[config.mk]
export PLATFORM = sky130hd
export DESIGN_NAME = mem_stage
export DESIGN_NICKNAME = d
export VERILOG_FILES = /design/src/rtl/mem_stage_pkg.sv /design/src/rtl/mem_stage_lane_align.sv /design/src/rtl/mem_stage.sv
export SDC_FILE = /design/constraint.sdc
export NUM_CORES = 1
export LEC_CHECK = 0
export BUFFER_PORTS_ARGS = -buffer_cell sky130_fd_sc_hd__buf_2
export CAP_MARGIN = 20
export CORE_AREA = 3 3 176 178
export DETAILED_ROUTE_END_ITERATION = 8
export DIE_AREA = 0 0 179 181
export PLACE_DENSITY_LB_ADDON = 0.2
export SLEW_MARGIN = 15
export SYNTH_ARGS = -nofsm -noshare
export SYNTH_HDL_FRONTEND = slang
export SYNTH_SLANG_ARGS = --single-unit
[constraint.sdc]
create_clock -name clk -period 2.6 [get_ports clk]
set_input_delay 0.26 -clock clk [delete_from_list [all_inputs] [get_ports clk]]
set_output_delay 0.26 -clock clk [all_outputs]
set_load 0.02 [all_outputs]
[src/rtl/mem_stage_pkg.sv]
// Shared types for the memory-access stage: latch layouts, opcodes, FSM encodings
// and small opcode-classification helpers.
package mem_stage_pkg;

   localparam int DATA_W  = 32;
   localparam int REGNO_W = 5;
   localparam int OP_W    = 5;

   localparam logic [OP_W-1:0] ADD_I = 5'd0;
   localparam logic [OP_W-1:0] LB_I  = 5'd1;
   localparam logic [OP_W-1:0] LH_I  = 5'd2;
   localparam logic [OP_W-1:0] LW_I  = 5'd3;
   localparam logic [OP_W-1:0] LBU_I = 5'd4;
   localparam logic [OP_W-1:0] LHU_I = 5'd5;
   localparam logic [OP_W-1:0] SB_I  = 5'd6;
   localparam logic [OP_W-1:0] SH_I  = 5'd7;
   localparam logic [OP_W-1:0] SW_I  = 5'd8;

   typedef enum logic [1:0] {
      MEM_IDLE    = 2'd0,
      MEM_REQ     = 2'd1,
      MEM_WAIT_RD = 2'd2
   } mem_state_t;

   typedef struct packed {
      logic                valid;
      logic [DATA_W-1:0]   inst;
      logic [DATA_W-1:0]   pc;
      logic [OP_W-1:0]     op_i;
      logic [DATA_W-1:0]   inst_count;
      logic [DATA_W-1:0]   arith;
      logic [DATA_W-1:0]   rs2_val;
      logic [REGNO_W-1:0]  rd;
      logic                reg_wr;
   } agex_latch_t;

   typedef struct packed {
      logic                valid;
      logic [DATA_W-1:0]   inst;
      logic [DATA_W-1:0]   pc;
      logic [OP_W-1:0]     op_i;
      logic [DATA_W-1:0]   inst_count;
      logic [DATA_W-1:0]   result;
      logic [REGNO_W-1:0]  rd;
      logic                reg_wr;
      logic                misalign;
   } mem_latch_t;

   localparam int AGEX_LATCH_W  = $bits(agex_latch_t);
   localparam int MEM_LATCH_W   = $bits(mem_latch_t);
   localparam int MEM_TO_AGEX_W = 1;
   localparam int MEM_TO_DE_W   = 1 + REGNO_W + DATA_W;
   localparam int WB_TO_MEM_W   = 1;

   function automatic logic is_load(input logic [OP_W-1:0] op);
      return op inside {LB_I, LH_I, LW_I, LBU_I, LHU_I};
   endfunction

   function automatic logic is_store(input logic [OP_W-1:0] op);
      return op inside {SB_I, SH_I, SW_I};
   endfunction

   function automatic logic is_mem(input logic [OP_W-1:0] op);
      return is_load(op) | is_store(op);
   endfunction

   function automatic logic is_misaligned(input logic [OP_W-1:0] op, input logic [1:0] a);
      if (op inside {LH_I, LHU_I, SH_I}) return a[0];
      if (op inside {LW_I, SW_I})        return |a;
      return 1'b0;
   endfunction

   function automatic mem_latch_t make_mem_latch(input agex_latch_t a, input logic [DATA_W-1:0] result,
                                                 input logic reg_wr, input logic misalign);
      mem_latch_t m;
      m.valid      = 1'b1;
      m.inst       = a.inst;
      m.pc         = a.pc;
      m.op_i       = a.op_i;
      m.inst_count = a.inst_count;
      m.result     = result;
      m.rd         = a.rd;
      m.reg_wr     = reg_wr;
      m.misalign   = misalign;
      return m;
   endfunction

endpackage

[src/rtl/mem_stage_lane_align.sv]
// Byte-lane steering for the data-memory port: store byte enables and replicated
// write data, plus load lane extraction with sign/zero extension.
module mem_lane_align
   import mem_stage_pkg::*;
(
   input  logic [OP_W-1:0]   op,
   input  logic [1:0]        addr_lo,
   input  logic [DATA_W-1:0] rs2,
   input  logic [DATA_W-1:0] rdata,
   output logic [3:0]        be,
   output logic [DATA_W-1:0] wdata,
   output logic [DATA_W-1:0] load_data
);

   logic [7:0]  byte_v;
   logic [15:0] half_v;

   // Sub-size address bits are dropped, so an unaligned access lands on its aligned container.
   assign byte_v = rdata[{addr_lo, 3'b000} +: 8];
   assign half_v = addr_lo[1] ? rdata[31:16] : rdata[15:0];

   always_comb begin
      be        = 4'b0000;
      wdata     = '0;
      load_data = rdata;
      case (op)
         LB_I:  begin be = 4'b0001 << addr_lo;             load_data = {{24{byte_v[7]}}, byte_v};  end
         LBU_I: begin be = 4'b0001 << addr_lo;             load_data = {24'h0, byte_v};            end
         LH_I:  begin be = 4'b0011 << {addr_lo[1], 1'b0};  load_data = {{16{half_v[15]}}, half_v}; end
         LHU_I: begin be = 4'b0011 << {addr_lo[1], 1'b0};  load_data = {16'h0, half_v};            end
         LW_I:  be = 4'b1111;
         SB_I:  begin be = 4'b0001 << addr_lo;             wdata = {4{rs2[7:0]}};  end
         SH_I:  begin be = 4'b0011 << {addr_lo[1], 1'b0};  wdata = {2{rs2[15:0]}}; end
         SW_I:  begin be = 4'b1111;                        wdata = rs2;            end
         default: ;
      endcase
   end

endmodule

[src/rtl/mem_stage.sv]
// Memory-access stage: issues loads/stores on a req/gnt/rvalid port, stalls upstream
// while in flight, and writes the MEM latch. Optional MEM_MISALIGN_TRAP_EN flags misaligned accesses.
module mem_stage
   import mem_stage_pkg::*;
#(
   parameter int DBITS     = DATA_W,
   parameter int REGNOBITS = REGNO_W
) (
   input  logic                       clk,
   input  logic                       reset,
   input  logic [AGEX_LATCH_W-1:0]    from_AGEX_latch,
   input  logic [WB_TO_MEM_W-1:0]     from_WB_to_MEM,
   output logic [MEM_LATCH_W-1:0]     MEM_latch_out,
   output logic [MEM_TO_AGEX_W-1:0]   from_MEM_to_AGEX,
   output logic [REGNOBITS+DBITS:0]   from_MEM_to_DE,
   output logic                       dmem_req,
   output logic                       dmem_we,
   output logic [DBITS-1:0]           dmem_addr,
   output logic [DBITS-1:0]           dmem_wdata,
   output logic [3:0]                 dmem_be,
   input  logic                       dmem_gnt,
   input  logic                       dmem_rvalid,
   input  logic [DBITS-1:0]           dmem_rdata,
   output logic [1:0]                 dbg_state
);

   agex_latch_t agex, acc_q;
   mem_latch_t  mem_q, mem_d;
   mem_state_t  state, state_nxt;
   logic        trap, agex_mem, mem_stall, acc_store;
   logic [3:0]        lane_be;
   logic [DATA_W-1:0] lane_wdata, load_data;
   logic [WB_TO_MEM_W:0] unused_bits;

   assign agex      = agex_latch_t'(from_AGEX_latch);
   assign acc_store = is_store(acc_q.op_i);

`ifdef MEM_MISALIGN_TRAP_EN
   assign trap = agex.valid & is_mem(agex.op_i) & is_misaligned(agex.op_i, agex.arith[1:0]);
`else
   assign trap = 1'b0;
`endif
   assign agex_mem = agex.valid & is_mem(agex.op_i) & ~trap;

   mem_lane_align u_align (
      .op        (acc_q.op_i),
      .addr_lo   (acc_q.arith[1:0]),
      .rs2       (acc_q.rs2_val),
      .rdata     (dmem_rdata),
      .be        (lane_be),
      .wdata     (lane_wdata),
      .load_data (load_data)
   );

   always_ff @(posedge clk or negedge reset) begin
      if (!reset) state <= MEM_IDLE;
      else        state <= state_nxt;
   end

   always_comb begin
      state_nxt = state;
      case (state)
         MEM_IDLE:    if (agex_mem)    state_nxt = MEM_REQ;
         MEM_REQ:     if (dmem_gnt)    state_nxt = acc_store ? MEM_IDLE : MEM_WAIT_RD;
         MEM_WAIT_RD: if (dmem_rvalid) state_nxt = MEM_IDLE;
         default:                      state_nxt = MEM_IDLE;
      endcase
   end

   // Port signals are driven only in REQ so the request is quiet outside a handshake.
   always_comb begin
      dmem_req   = 1'b0;
      dmem_we    = 1'b0;
      dmem_addr  = '0;
      dmem_wdata = '0;
      dmem_be    = 4'b0000;
      mem_stall  = 1'b0;
      case (state)
         MEM_IDLE: mem_stall = agex_mem;
         MEM_REQ: begin
            dmem_req   = 1'b1;
            dmem_we    = acc_store;
            dmem_addr  = {acc_q.arith[DATA_W-1:2], 2'b00};
            dmem_wdata = lane_wdata;
            dmem_be    = lane_be;
            mem_stall  = ~(acc_store & dmem_gnt);
         end
         MEM_WAIT_RD: mem_stall = ~dmem_rvalid;
         default: ;
      endcase
   end

   always_ff @(posedge clk or negedge reset) begin
      if (!reset)                          acc_q <= '0;
      else if (state == MEM_IDLE && agex_mem) acc_q <= agex;
   end

   // Anything other than a completing cycle writes a bubble.
   always_comb begin
      mem_d = '0;
      case (state)
         MEM_IDLE:
            if (agex.valid && (!is_mem(agex.op_i) || trap))
               mem_d = make_mem_latch(agex, agex.arith, agex.reg_wr & ~trap & ~is_store(agex.op_i), trap);
         MEM_REQ:
            if (dmem_gnt && acc_store)
               mem_d = make_mem_latch(acc_q, acc_q.arith, 1'b0, 1'b0);
         MEM_WAIT_RD:
            if (dmem_rvalid)
               mem_d = make_mem_latch(acc_q, load_data, acc_q.reg_wr, 1'b0);
         default: ;
      endcase
   end

   always_ff @(posedge clk or negedge reset) begin
      if (!reset) mem_q <= '0;
      else        mem_q <= mem_d;
   end

   assign MEM_latch_out    = mem_q;
   assign from_MEM_to_AGEX = mem_stall;
   assign from_MEM_to_DE   = {mem_q.valid & mem_q.reg_wr & (mem_q.rd != '0), mem_q.rd, mem_q.result};
   assign dbg_state        = state;
   assign unused_bits      = {from_WB_to_MEM, acc_q.valid};

endmodule

==> flow_summary.json <==
{
  "synth-seq-cells": 313,
  "cts_root_buf": "clkbuf_16",
  "n_fill_cell": 2155,
  "fin_nets": 1830,
  "route.antenna.remaining_nets": 0,
  "drc": 0,
  "final_util": 0.668,
  "endpoint_kind": "output pin",
  "fp.dieH_um": 181,
  "p_seq_frac": 0.410,
  "h-tree-depth": 2,
  "fmax_ghz": 0.382,
  "place_congestion": 0.833,
  "power.net_switching_w": 0.00531,
  "violations": "setup timing",
  "pin_count": 461,
  "reg2reg_to": "MEM_latch_out[31]$_DFF_PN0_",
  "grt_max_degree": 81,
  "ys_async_sr_fraction": 1.00,
  "ys_warn_count": 0,
  "coreArea_um2": 29600,
  "drt-met1-wl_um": 17100,
  "cts_tree": "built",
  "dieArea_um2": 32400,
  "max-vdd-ir-drop_mv": 0.579,
  "start_util": 0.479,
  "rrSetupSlack_ns": 0.25,
  "path_clk_slew_ns": 0.06,
  "hold_ws_ns": 0.0135,
  "cap_violations": 0,
  "portBuffers": 456,
  "grt_pass1_vias": 11732,
  "netSwitchingFraction": 0.314,
  "routed_via_density": 5.41,
  "core.rowCount": 63,
  "hold_path_end": "MEM_latch_out[41]$_DFF_PN0_",
  "cts_made_buffers": 36,
  "arrival_ns": 2.36,
  "status": "finished with violations",
  "p_comb_frac": 0.300,
  "setup_viol": 1,
  "syn_to_final_growth_pct": 39.5,
  "clockBufferDepth": 3,
  "grt_pass1_wl_um": 67400,
  "synth.avg_cell_area_um2": 13.9,
  "period_needed_ns": 2.62,
  "startpoint": "acc_q[103]$_DFFE_PN0P_",
  "clock_power_share": 0.291,
  "pre_cts_slack_ns": 0.278,
  "synthCells": 1020,
  "crit_path_start_kind": "flip-flop",
  "p_per_area_nw_per_um2": 855,
  "synth_edf_count": 0,
  "first_iter_violations": 567,
  "ys_seq_area_frac": 0.553,
  "final.setup.tns_ns": -0.0208,
  "cp_max_fo": 8,
  "fin_crit_sh": 1.01,
  "dpl.hpwl_um": 30100,
  "worst_pin_slew_ns": 0.697,
  "wl_met3_um": 3520,
  "grt_antenna_before_repair": 5,
  "synthDistinctLibCells": 61,
  "r2r_start": "acc_q[102]$_DFFE_PN0P_",
  "drt_wl_total_um": 44600,
  "wl_per_cell_um": 21.8,
  "dpl.cell_count": 1799,
  "first_pass_iters": 5,
  "hold_start": "from_AGEX_latch[72]",
  "chipWidth_um": 179,
  "drive_gt1_frac": 0.479,
  "critPathRequiredTime_ns": 2.34,
  "top_layer": "met5",
  "grt_usage": 0.267,
  "wl_met2_um": 22300,
  "overflow": 0,
  "slew_viol_final": 0,
  "layoutNonFillerInstCount": 2041,
  "vias": 11045,
  "finalHoldViolCount": 0,
  "fin_ws_ns": -0.0208,
  "clk_latency_ns": 0.51,
  "r2r_cells": 7,
  "min_path_cells": 2,
  "intPower_w": 0.0116,
  "p_leak_nw": 9.95,
  "clock_skew_ns": 0.0133,
  "crit_type": "flip-flop to output pin",
  "worstHoldPathType": "input pin to flip-flop",
  "clock_sinks": 313,
  "rsz0062_at_grt": "yes",
  "synth_area_um2": 14200,
  "slew-limit-headroom": 0.536,
  "synthFlopType": "dfrtp_1"
}
-- cells in the mapped netlist, drive strengths merged (7+ instances only) --
library cell | n | area share
a21o | 16 | 0.0085
nor4 | 7 | 0.0031
mux2 | 178 | 0.18
and2 | 37 | 0.016
o21ai | 11 | 0.0039
inv | 8 | 0.0021
a22o | 130 | 0.080
dfrtp | 313 | 0.55
a31oi | 9 | 0.0044
a21oi | 15 | 0.0053
nand2 | 45 | 0.012
a221o | 13 | 0.0092
o211ai | 12 | 0.0064
nand2b | 19 | 0.0084
clkbuf | 20 | 0.0053
a32oi | 8 | 0.0049
nor2 | 7 | 0.0019
buf | 95 | 0.049
-- critical path, cell delays in order (launching register included) --
cell	delay, ns
dfrtp_2	0.47
or4b_4	0.61
o32ai_4	0.15
buf_12	0.16
nand2_1	0.06
a21oi_1	0.20
buf_4	0.19
-- cell type report --
class,count,area (um^2),share of cell area
clock inverters,11,98.8,0.00500
multi-input cells,586,5680,0.287
inverters,8,32.5,0.00165
flip-flops and latches,313,7840,0.397
clock buffers,53,1050,0.0530
repair buffers,676,4560,0.231
diodes,4,10.0,0.000507
well taps,390,488,0.0247
-- kinds of logic after synthesis --
logic type,share of synthesized area
flip-flops,0.553
AO/OA/AOI/OAI,0.141
multiplexers,0.184
AND/OR/NAND/NOR,0.0643
buffers and inverters,0.0563
XOR/XNOR,0.000619
other,0.000265
-- per-layer routing --
| metal | global-route usage | vias up |
|---|---|---|
| li1 | - | 4943 |
| met1 | 0.321 | 5551 |
| met2 | 0.457 | 458 |
| met3 | 0.0748 | 91 |
| met4 | 0.0985 | 2 |
| met5 | 0 | - |
-- power groups by stage --
stage	Combinational, W	Clock [W]	Sequential (W)
2_1_floorplan	0.00299	0	0.00708
3_3_place_gp	0.00455	0	0.00691
3_5_place_dp	0.00463	0	0.00696
4_1_cts	0.00494	0.00500	0.00691
5_1_grt	0.00541	0.00521	0.00707
6_report	0.00507	0.00491	0.00692
-- layout by cell type (no fill, tap or decap), types with 5 or more instances in the layout --
master and n:
clkinv_2 6, clkbuf_16 39, a21oi_2 5, a32oi_1 8
nand2_1 45, inv_1 6, nor2_1 6, a32o_1 5
nand2b_1 19, mux2_4 142, dfrtp_1 309, mux2_2 36
a21o_1 16, and2_1 37, clkbuf_1 11, mux2i_1 5
buf_12 11, buf_4 61, a21oi_1 10, a31oi_1 7
o211ai_1 12, o21ai_0 7, buf_2 438, nor4_1 7
dlygate4sd3_1 157, a211o_1 6, a221o_1 13, a211oi_1 5
a22o_1 126, buf_6 7
-- through the flow --
stage	total power, W	instance area, um^2
after floorplan	0.0101	14200
after CTS	0.0168	19500
after global routing	0.0177	19700
after global placement	0.0115	16700
final	0.0169	19800
after detailed placement	0.0116	16700
-- flip-flops by register name, indices dropped and copies added, names as in the netlist --
| register | count |
|---|---|
| MEM_latch_out | 140 |
| acc_q | 171 |
| dbg_state | 2 |
-- how the worst max path moves through the flow --
| stage | slack [ns] | to |
|---|---|---|
| 3_5_place_dp | 0.28 | dmem_wdata[5] |
| 3_3_place_gp | 0.31 | dmem_wdata[5] |
| 2_1_floorplan | 0.23 | dmem_be[0] |
| 4_1_cts | 0.007 | dmem_wdata[18] |
| 5_1_grt | -0.11 | dmem_wdata[9] |
| 6_report | -0.02 | dmem_wdata[9] |
-- repair_timing --
| item | 4_1_cts | 5_1_grt |
|---|---|---|
| endpoints found under the hold margin | 319 | 2 |
| resized for setup | 13 | 38 |
| hold buffers | 156 | 1 |
| setup buffers | 8 | 8 |
| setup endpoints to repair | 34 | 31 |
| pin swaps | 2 | 10 |
| gates cloned | 0 | 1 |
No activity file was read; power rests on OpenSTA's default activity.
